<file path="src/rtl/binary_to_gray_counter.sv">
// N-bit up/down binary counter with a registered Gray-code image, wrap pulse and
// terminal-count flag. Every output is a flop, so no input reaches an output combinationally.
module binary_to_gray_counter #(
    parameter int N = 16
) (
    input  logic         clk,
    input  logic         rst,
    input  logic         en,
    input  logic         dn,
    input  logic         load,
    input  logic [N-1:0] load_bin,
    output logic [N-1:0] bin_out,
    output logic [N-1:0] gray_out,
    output logic         wrap,
    output logic         at_term
);

    localparam logic [N-1:0] ALL_ONES = {N{1'b1}};
    localparam logic [N-1:0] ALL_ZERO = {N{1'b0}};
    localparam logic [N-1:0] ONE      = {{(N-1){1'b0}}, 1'b1};

    logic [N-1:0] bin_q;
    logic [N-1:0] bin_d;
    logic [N-1:0] gray_q;
    logic [N-1:0] gray_d;
    logic         wrap_q;
    logic         wrap_d;
    logic         at_term_q;
    logic         at_term_d;

    // Load beats count; hold leaves bin_d at the current value.
    always_comb begin
        bin_d  = bin_q;
        wrap_d = 1'b0;
        if (load) begin
            bin_d = load_bin;
        end else if (en) begin
            if (dn) begin
                bin_d  = bin_q - ONE;
                wrap_d = (bin_q == ALL_ZERO);
            end else begin
                bin_d  = bin_q + ONE;
                wrap_d = (bin_q == ALL_ONES);
            end
        end
        at_term_d = dn ? (bin_d == ALL_ZERO) : (bin_d == ALL_ONES);
    end

    // Gray is encoded from the next binary value so it never lags bin_out.
    genvar gi;
    generate
        for (gi = 0; gi < N - 1; gi++) begin : g_gray
            assign gray_d[gi] = bin_d[gi] ^ bin_d[gi+1];
        end
    endgenerate
    assign gray_d[N-1] = bin_d[N-1];

    always_ff @(posedge clk) begin
        if (rst) begin
            bin_q     <= ALL_ZERO;
            gray_q    <= ALL_ZERO;
            wrap_q    <= 1'b0;
            at_term_q <= 1'b0;
        end else begin
            bin_q     <= bin_d;
            gray_q    <= gray_d;
            wrap_q    <= wrap_d;
            at_term_q <= at_term_d;
        end
    end

    assign bin_out  = bin_q;
    assign gray_out = gray_q;
    assign wrap     = wrap_q;
    assign at_term  = at_term_q;

endmodule

</file>
<file path="config.mk">
export PLATFORM = sky130hd
export DESIGN_NAME = binary_to_gray_counter
export DESIGN_NICKNAME = d
export VERILOG_FILES = /design/src/rtl/binary_to_gray_counter.sv
export SDC_FILE = /design/constraint.sdc
export NUM_CORES = 1
export LEC_CHECK = 0
export BUFFER_PORTS_ARGS = -buffer_cell sky130_fd_sc_hd__buf_2
export CAP_MARGIN = 20
export CORE_MARGIN = 8
export CORE_UTILIZATION = 50
export CTS_CLUSTER_DIAMETER = 120
export CTS_CLUSTER_SIZE = 30
export DETAILED_ROUTE_END_ITERATION = 16
export PLACE_DENSITY_LB_ADDON = 0.25
export SYNTH_ARGS = -nofsm -noshare
export SYNTH_HDL_FRONTEND = slang
export SYNTH_SLANG_ARGS = --single-unit
</file>
<file path="constraint.sdc">
create_clock -name clk -period 4.52 [get_ports clk]
set_input_delay 0.452 -clock clk [delete_from_list [all_inputs] [get_ports clk]]
set_output_delay 0.452 -clock clk [all_outputs]
set_load 0.1 [all_outputs]
</file>
==> results of run 1 <==
[synthesized netlist by cell type (4+ instances only)]
master    number
nand4_1        7
nor2_1        34
nor4_1         4
dfxtp_1       33
ha_1          26
nand2_1       11
nor2b_1       12
nand3_1        7
inv_1         16
xnor2_1       14
clkbuf_1       6
mux2i_1        6
a21o_1         5
a22oi_1        4
a21oi_1       18
nor3_1         9
nor3b_1        4
[area by class of cell]
| type | instances | area, sq um |
|---|---|---|
| clock buffers | 7 | 86.3 |
| fillers | 449 | 1930 |
| inverters | 16 | 60.1 |
| multi-input cells | 213 | 1560 |
| flip-flops and latches | 33 | 661 |
| well taps | 54 | 67.6 |
| repair buffers | 54 | 270 |
[registers in the layout (all words and copies together) (netlist names)]
register and cells:
bin_out 16, gray_out 15, at_term 1, wrap 1
[critical path, delay by kind of cell]
family	cells	cell delay, ps
buffers and inverters	1	400
multiplexers	1	160
AND/OR/NAND/NOR	2	760
AO/OA/AOI/OAI	5	1400
adder cells (fa/ha/maj)	2	620
[power groups by stage]
| stage | registers [mW] | clock network (mW) | logic, mW |
|---|---|---|---|
| after floorplan | 0.587 | 0 | 0.213 |
| after global placement | 0.355 | 0 | 0.534 |
| after detailed placement | 0.355 | 0 | 0.537 |
| after CTS | 0.349 | 0.222 | 0.540 |
| after global routing | 0.353 | 0.236 | 0.574 |
| final | 0.349 | 0.218 | 0.537 |
[worst paths after layout]
path | depth (start not counted) | slack (ps) | endpoint | startpoint
setup / recovery | 11 | 920 | at_term$_SDFF_PP0_ | dn
hold / removal | 3 | 450 | bin_out[0]$_SDFF_PP0_ | load_bin[0]
setup reg to reg | 10 | 1010 | at_term$_SDFF_PP0_ | bin_out[0]$_SDFF_PP0_
hold reg to reg | 2 | 700 | wrap$_SDFF_PP0_ | bin_out[14]$_SDFF_PP0_
[per-stage QoR]
step / util / power, mW
after CTS: 0.583 / 1.11
final: 0.583 / 1.10
after detailed placement: 0.565 / 0.892
after global placement: 0.565 / 0.889
after floorplan: - / 0.799
after global routing: 0.583 / 1.16
[logic make-up after synthesis]
group                    after synthesis  synth area share
AND/OR/NAND/NOR                      103             0.228
AO/OA/AOI/OAI                         60             0.193
flip-flops                            33             0.280
buffers and inverters                 28            0.0615
adder cells (fa/ha/maj)               27             0.146
XOR/XNOR                              16            0.0594
multiplexers                           7            0.0318
[metal layers]
| metal | share of wire | global-route usage | up-vias | wire length [um] |
|---|---|---|---|---|
| li1 | - | - | 1076 | - |
| met1 | 0.46 | 0.213 | 982 | 2810 |
| met2 | 0.44 | 0.263 | 80 | 2670 |
| met3 | 0.073 | 0.0576 | 14 | 438 |
| met4 | 0.020 | 0.0647 | 0 | 119 |
| met5 | 0 | 0 | - | 0 |
==> flow_metrics.tcl, run 1 <==
set metrics [dict create \
    setup-violations-final 0 \
    synth_cell_types 58 \
    peakVddDrop_mv 0.307 \
    finalMaxSlewViolations 0 \
    holdBufCountCts 0 \
    antenna_found_initial 0 \
    endpoint_kind "flip-flop" \
    pre_cts_slack_ps 671 \
    setup_tns_ps 0 \
    instances_no_fill 377 \
    numClockSinks 33 \
    intPower_mw 0.579 \
    synth_cells 274 \
    layout_commonest_cell "buf_2" \
    placedCellCount 370 \
    io-pin-count 55 \
    grt_overflow 0 \
    cts_resized 0 \
    wirelength_um 6040 \
    wl_per_cell_um 16.0 \
    slowest_stage "or4b_2" \
    die_area_sq_um 7180 \
    final_cell_mix "buf_2, nor2_1, dfxtp_1" \
    final_cell_area_sq_um 2700 \
    ys_seq_area_frac 0.280 \
    whs_ps 453 \
    critPathLaunchType "primary input" \
    p_sw_frac 0.475 \
    areaGrowthSynthToFinish_pct 14.4 \
    rows 25 \
    hold_viol 0 \
    critPathMostFrequentCell "ha_1" \
    viasPerCell 5.71 \
    rsz0062_at_grt "false" \
    clock_path_buffers 2 \
    yosysWarnings 0 \
    cp_max_fo 23 \
    cts-root-buf "clkbuf_8" \
    synth_area_leaders "dfxtp_1, ha_1, nor2_1" \
    drc 0 \
    postSynthAreaPerCell_sq_um 8.62 \
    timing.final.crit_share 0.797 \
    layout.nets 371 \
    clock_latency_ps 280 \
    ys_ff_latch 33 \
    fin_ws_ps 916 \
    synth_nets 322 \
    die_x_um 84.7 \
    grt_pass1_vias 2142 \
    slew-limit-headroom 0.537 \
    powerDensity_nw_per_um2 409 \
    netlist_area_sq_um 2360 \
    worstSetupPathType "in -> reg" \
    crit_chain "buf_2, ha_1, a21o_1, a221oi_2, o211ai_1, mux2i_1, o41ai_2, ha_1, nand4b_1, or4b_2, o31ai_2" \
    ys.flop_type "dfxtp_1" \
    drt_pass1_iterations 4 \
    pwr-share-comb 0.486 \
    grt_pass1_wl_um 10100 \
    die_height_um 84.7 \
    dpl.hpwl_um 4630 \
    status "completed" \
    place_area_sq_um 2610 \
    synth_enable_flop_cells 0 \
    via_count 2152 \
    cts_setup_buffers 0 \
    path_clk_slew_ps 60 \
    core_sq_um 4630 \
    critPathArrivalTime_ps 3800 \
    grt_usage 0.171 \
    grt_max_degree 39 \
    finClkSkew_ps 1.85 \
    p_clk_frac 0.197 \
    leakage_nw 1.31 \
    cts_buffers 5 \
    cp_data_required_time_ps 4720 \
    synth_top_area_frac 0.280 \
    critPathMaxStageDelay_ps 660 \
    h-tree-depth 2 \
    fmax_mhz 277 \
    antenna_cells 0 \
    layout-drive-gt1-share 0.232 \
    start_util 0.510 \
    port_buffers 54 \
    drt_iter0_markers 128 \
    period_needed_ps 3600 \
    p_sw_mw 0.524 \
    yosys.area.top_type "dfxtp_1" \
    pwr-share-seq 0.317 \
    ant_nets 0 \
    holdCritPathClass "in -> reg" \
    cts_tree "done" \
    maxCapViolations 0 \
    max_slew.worst_pin.slew_ps 694 \
    async_flop_share 0 \
    gp_congestion 0.846 \
]
Note: power is estimated with default switching activity, not from simulation.
==> run 2, diff against run 1 <==
- CORE_UTILIZATION: 50 -> 49
- clock period: 4.52 -> 3.2 ns (I/O delays scaled with it)
==> run 2 against run 1 <==
  * Worst setup slack lost 680 ps
  * Highest routed layer unchanged
  * Wire length grew 14%
  * Largest cell class unchanged
  * Critical path type is now reg -> reg
  * Clock skew grew 3.6 ps
  * Critical endpoint unchanged
  * Core utilization grew 6.3 points
  * Total power grew 58%
  * Cell count grew 8.2%
  * Design area grew 12%
==> flow_metrics.tcl, run 2 (synthesis gave the netlist of run 1 again) <==
set metrics [dict create \
    final_cell_area_sq_um 3030 \
    setup_tns_ps 0 \
    slowest_stage "or4b_4" \
    layout_commonest_cell "buf_2" \
    place_area_sq_um 2860 \
    critPathMostFrequentCell "ha_1" \
    rows 25 \
    critPathArrivalTime_ps 3170 \
    path_clk_slew_ps 70 \
    drc 0 \
    die_height_um 85.4 \
    status "completed" \
    clock_path_buffers 2 \
    pre_cts_slack_ps -216 \
    core_sq_um 4690 \
    whs_path_depth 3 \
    hold_viol 0 \
    grt_max_degree 39 \
    critPathLaunchType "flip-flop" \
    crit_chain "ha_1, a21o_1, a221oi_4, o311a_1, and2b_1, xnor2_1, o21a_1, inv_1, ha_1, nand4_1, or4b_4, o31ai_2" \
    h-tree-depth 2 \
    rsz0062_at_grt "false" \
    fin_ws_ps 233 \
    layout-drive-gt1-share 0.350 \
    layout.nets 401 \
    slew-limit-headroom 0.545 \
    numClockSinks 33 \
    antenna_found_initial 0 \
    endpoint_kind "flip-flop" \
    seq_area_sq_um 692 \
    grt_pass1_wl_um 11300 \
    cp_max_fo 5 \
    leakage_nw 1.47 \
    holdCritPathClass "in -> reg" \
    die_area_sq_um 7300 \
    grt_overflow 0 \
    whs_ps 321 \
    die_x_um 85.4 \
    num-fill-cells 424 \
    maxCapViolations 0 \
    gp_congestion 0.871 \
    largest_reg_flops 16 \
    cts_buffers 5 \
    peakVddDrop_mv 0.368 \
    instances_no_fill 408 \
    start_util 0.503 \
    areaGrowthSynthToFinish_pct 28.4 \
    final_util 0.646 \
    cts-root-buf "clkbuf_8" \
    p_total_mw 1.74 \
    timing.final.crit_share 0.927 \
    finClkSkew_ps 5.43 \
    multi_input_area_sq_um 1600 \
    setup-violations-final 0 \
    wl_per_cell_um 16.9 \
    drt_pass1_iterations 4 \
    finalMaxSlewViolations 0 \
    cp_data_required_time_ps 3400 \
    antenna_cells 0 \
    via_count 2326 \
    powerDensity_nw_per_um2 574 \
    critPathMaxStageDelay_ps 490 \
    viasPerCell 5.70 \
    cts_tree "done" \
    rr_worst_depth 12 \
    worstSetupPathType "reg -> reg" \
    placedCellCount 399 \
    final_cell_mix "buf_2, nor2_1, buf_4" \
    ant_nets 0 \
    io-pin-count 55 \
    clock_latency_ps 280 \
    grt_pass1_vias 2368 \
    drt_iter0_markers 135 \
    dpl.hpwl_um 5310 \
    port_buffers 54 \
    fmax_mhz 337 \
    wirelength_um 6900 \
    max_slew.worst_pin.slew_ps 682 \
    ff2ff_setup_slack_ps 230 \
    period_needed_ps 2970 \
    grt_usage 0.191 \
]
## run 2: layout make-up
type,count,area share
clock buffer,7,0.0285
clock inverter,1,0.00991
inverter,16,0.0198
multi-input combinational,213,0.528
sequential,33,0.228
tap,54,0.0223
timing repair buffer,84,0.164
## run 2: worst max-delay path, delay by kind of cell (launching register included)
kind / cells / cell delay (ps)
compound gates: 5 / 1080
xor+xnor: 1 / 140
fa+ha+maj: 2 / 470
buf+inv: 1 / 70
flops: 1 / 360
simple gates: 3 / 780
## run 2: per-layer routing
metal | GRT usage | wire (um) | up-vias
met5 | 0 | 0 | -
met2 | 0.330 | 3290 | 89
met1 | 0.227 | 3050 | 1081
met4 | 0.0525 | 106 | 0
li1 | - | - | 1141
met3 | 0.0502 | 451 | 15
## run 2: power breakdown
part	switching, mW	total, mW	internal, mW
Combinational	0.594	0.842	0.248
Sequential	0.0367	0.496	0.459
Clock	0.148	0.402	0.254
## run 2: path summary, 6_finish.rpt
path	endpoint	startpoint
worst max-delay path	at_term$_SDFF_PP0_	bin_out[2]$_SDFF_PP0_
worst min-delay path	bin_out[0]$_SDFF_PP0_	load_bin[0]
worst max register to register	at_term$_SDFF_PP0_	bin_out[2]$_SDFF_PP0_
worst min register to register	wrap$_SDFF_PP0_	bin_out[14]$_SDFF_PP0_
## run 2: what timing repair did
item / in CTS / in global routing
buffers inserted: 0 / 1
hold buffers: 0 / 0
gates resized for setup: 1 / 6
setup endpoints to repair: 1 / 1
pin swaps: 0 / 4
==> run 3, diff against run 2 <==
- PLACE_DENSITY: default -> 0.89
- PLACE_DENSITY_LB_ADDON: 0.25 -> default
==> run 3 against run 2 <==
  * Die area is the same
  * Non-clock buffer count is 1 higher
  * First-iteration DRC count increased by 22%
  * Fmax is 2.9% lower
  * Sequential share of layout area increased by 0.076 points
  * Cell count increased by 0.25%
  * Clock power fell by 20%
  * Count of clock-buffer cells in the layout up 1
  * Critical path type unchanged
==> flow_metrics.tcl, run 3 (synthesis gave the netlist of run 1 again) <==
set metrics [dict create \
    worstSetupPathType "reg -> reg" \
    instances_no_fill 409 \
    peakVddDrop_mv 0.350 \
    cts_tree "done" \
    die_area_sq_um 7300 \
    core_sq_um 4690 \
    drc 0 \
    wl_per_cell_um 17.1 \
    finClkSkew_ps 11.8 \
    cts-root-buf "clkbuf_8" \
    num-fill-cells 391 \
    holdBufCountCts 0 \
    grt_pass1_vias 2410 \
    rr_endpoint "at_term$_SDFF_PP0_" \
    final_cell_mix "buf_2, nor2_1, buf_4" \
    rr_worst_depth 11 \
    critPathLaunchType "flip-flop" \
    endpoint_kind "flip-flop" \
    slew-limit-headroom 0.512 \
    viasPerCell 5.78 \
    via_count 2363 \
    crit_chain "fa_1, a21o_1, a221oi_4, buf_4, o211ai_1, mux2i_1, o41ai_2, ha_1, nand4b_1, or4b_4, o31ai_2" \
    layout-drive-gt1-share 0.349 \
    h-tree-depth 2 \
    port_buffers 54 \
    status "completed" \
    path_clk_slew_ps 70 \
    dpl.hpwl_um 5320 \
    layout.nets 402 \
    timing.final.crit_share 0.955 \
    antenna_found_initial 0 \
    die_x_um 85.4 \
    clock_path_buffers 2 \
    slowest_stage "or4b_4" \
    gp_congestion 0.908 \
    layout_commonest_cell "buf_2" \
    whs_path_depth 3 \
    rsz0062_at_grt "true" \
    cp_max_fo 3 \
    rr_startpoint "bin_out[0]$_SDFF_PP0_" \
    period_needed_ps 3060 \
    critPathMaxStageDelay_ps 540 \
    grt_pass1_wl_um 11200 \
    hold_end "bin_out[5]$_SDFF_PP0_" \
    cp_data_required_time_ps 3400 \
    fmax_mhz 327 \
    cp_num_buf_inv 1 \
    powerDensity_nw_per_um2 552 \
    holdCritPathClass "in -> reg" \
    cts_buffers 5 \
    start_util 0.503 \
    antenna_cells 0 \
    clock_latency_ps 290 \
    setup-violations-final 0 \
    drt_pass1_iterations 4 \
    ff2ff_setup_slack_ps 140 \
    leakage_nw 1.47 \
    hold_viol 0 \
    io-pin-count 55 \
    placedCellCount 398 \
    critPathArrivalTime_ps 3250 \
    die_height_um 85.4 \
    hp-start "load_bin[5]" \
    finalMaxSlewViolations 0 \
    grt_overflow 0 \
    grt_usage 0.189 \
    cp_top_family "compound AO/OA/AOI/OAI gates" \
    ant_nets 0 \
    wirelength_um 7000 \
    grt_max_degree 39 \
    areaGrowthSynthToFinish_pct 27.9 \
    largest_reg_flops 16 \
    drt_iter0_markers 165 \
    max_slew.worst_pin.slew_ps 731 \
    final_util 0.644 \
    numClockSinks 33 \
    rows 25 \
    maxCapViolations 0 \
]
[run 3: worst max-delay path by stage]
stage	slack (ps)	startpoint	depth (start not counted)	endpoint
2_1_floorplan	4	bin_out[8]$_SDFF_PP0_	13	at_term$_SDFF_PP0_
3_3_place_gp	-90	dn	13	at_term$_SDFF_PP0_
3_5_place_dp	-160	dn	13	at_term$_SDFF_PP0_
4_1_cts	4	bin_out[0]$_SDFF_PP0_	12	at_term$_SDFF_PP0_
5_1_grt	-40	bin_out[0]$_SDFF_PP0_	14	at_term$_SDFF_PP0_
6_report	140	bin_out[0]$_SDFF_PP0_	11	at_term$_SDFF_PP0_
[run 3: timing repair]
item | 4_1_cts | 5_1_grt
pin swaps | 2 | 4
setup endpoints to repair | 1 | 1
setup buffers | 0 | 3
resized for setup | 1 | 7
[run 3: stage by stage]
stage / cell area, sq um / setup TNS, ps / power, mW / hold slack [ps] / worst slack, ps
after floorplan: 2390 / 0 / 1.13 / 384 / 3.89
after global placement: 2860 / -86.3 / 1.31 / 601 / -86.3
after detailed placement: 2860 / -160 / 1.33 / 602 / -160
after CTS: 2950 / 0 / 1.64 / 317 / 4.10
after global routing: 3020 / -39.8 / 1.74 / 341 / -39.8
final: 3020 / 0 / 1.67 / 327 / 145
[run 3: where the power goes]
| part | internal (mW) | total, mW | switching [mW] |
|---|---|---|---|
| Sequential | 0.459 | 0.495 | 0.0357 |
| Clock | 0.175 | 0.323 | 0.147 |
| Combinational | 0.251 | 0.849 | 0.599 |
[run 3: worst min-delay path, delay by kind of cell]
kind / cells / cell delay [ps]
buffers and inverters: 1 / 90
AOI/OAI and AO/OA: 1 / 80
and+or+nand+nor: 1 / 80
[run 3: area by class of cell]
| type | count | area [sq um] | area share |
|---|---|---|---|
| clock buffer | 8 | 90.1 | 0.0298 |
| inverter | 16 | 60.1 | 0.0199 |
| multi-input combinational | 213 | 1610 | 0.532 |
| sequential | 33 | 692 | 0.229 |
| tap | 54 | 67.6 | 0.0224 |
| timing repair buffer | 85 | 503 | 0.167 |
[run 3: per-layer routing]
metal,vias to the layer above,track usage,wire length (um)
met5,-,0,0
met1,1102,0.213,2850
met4,0,0.0796,205
met2,102,0.324,3300
met3,21,0.0531,645
li1,1138,-,-
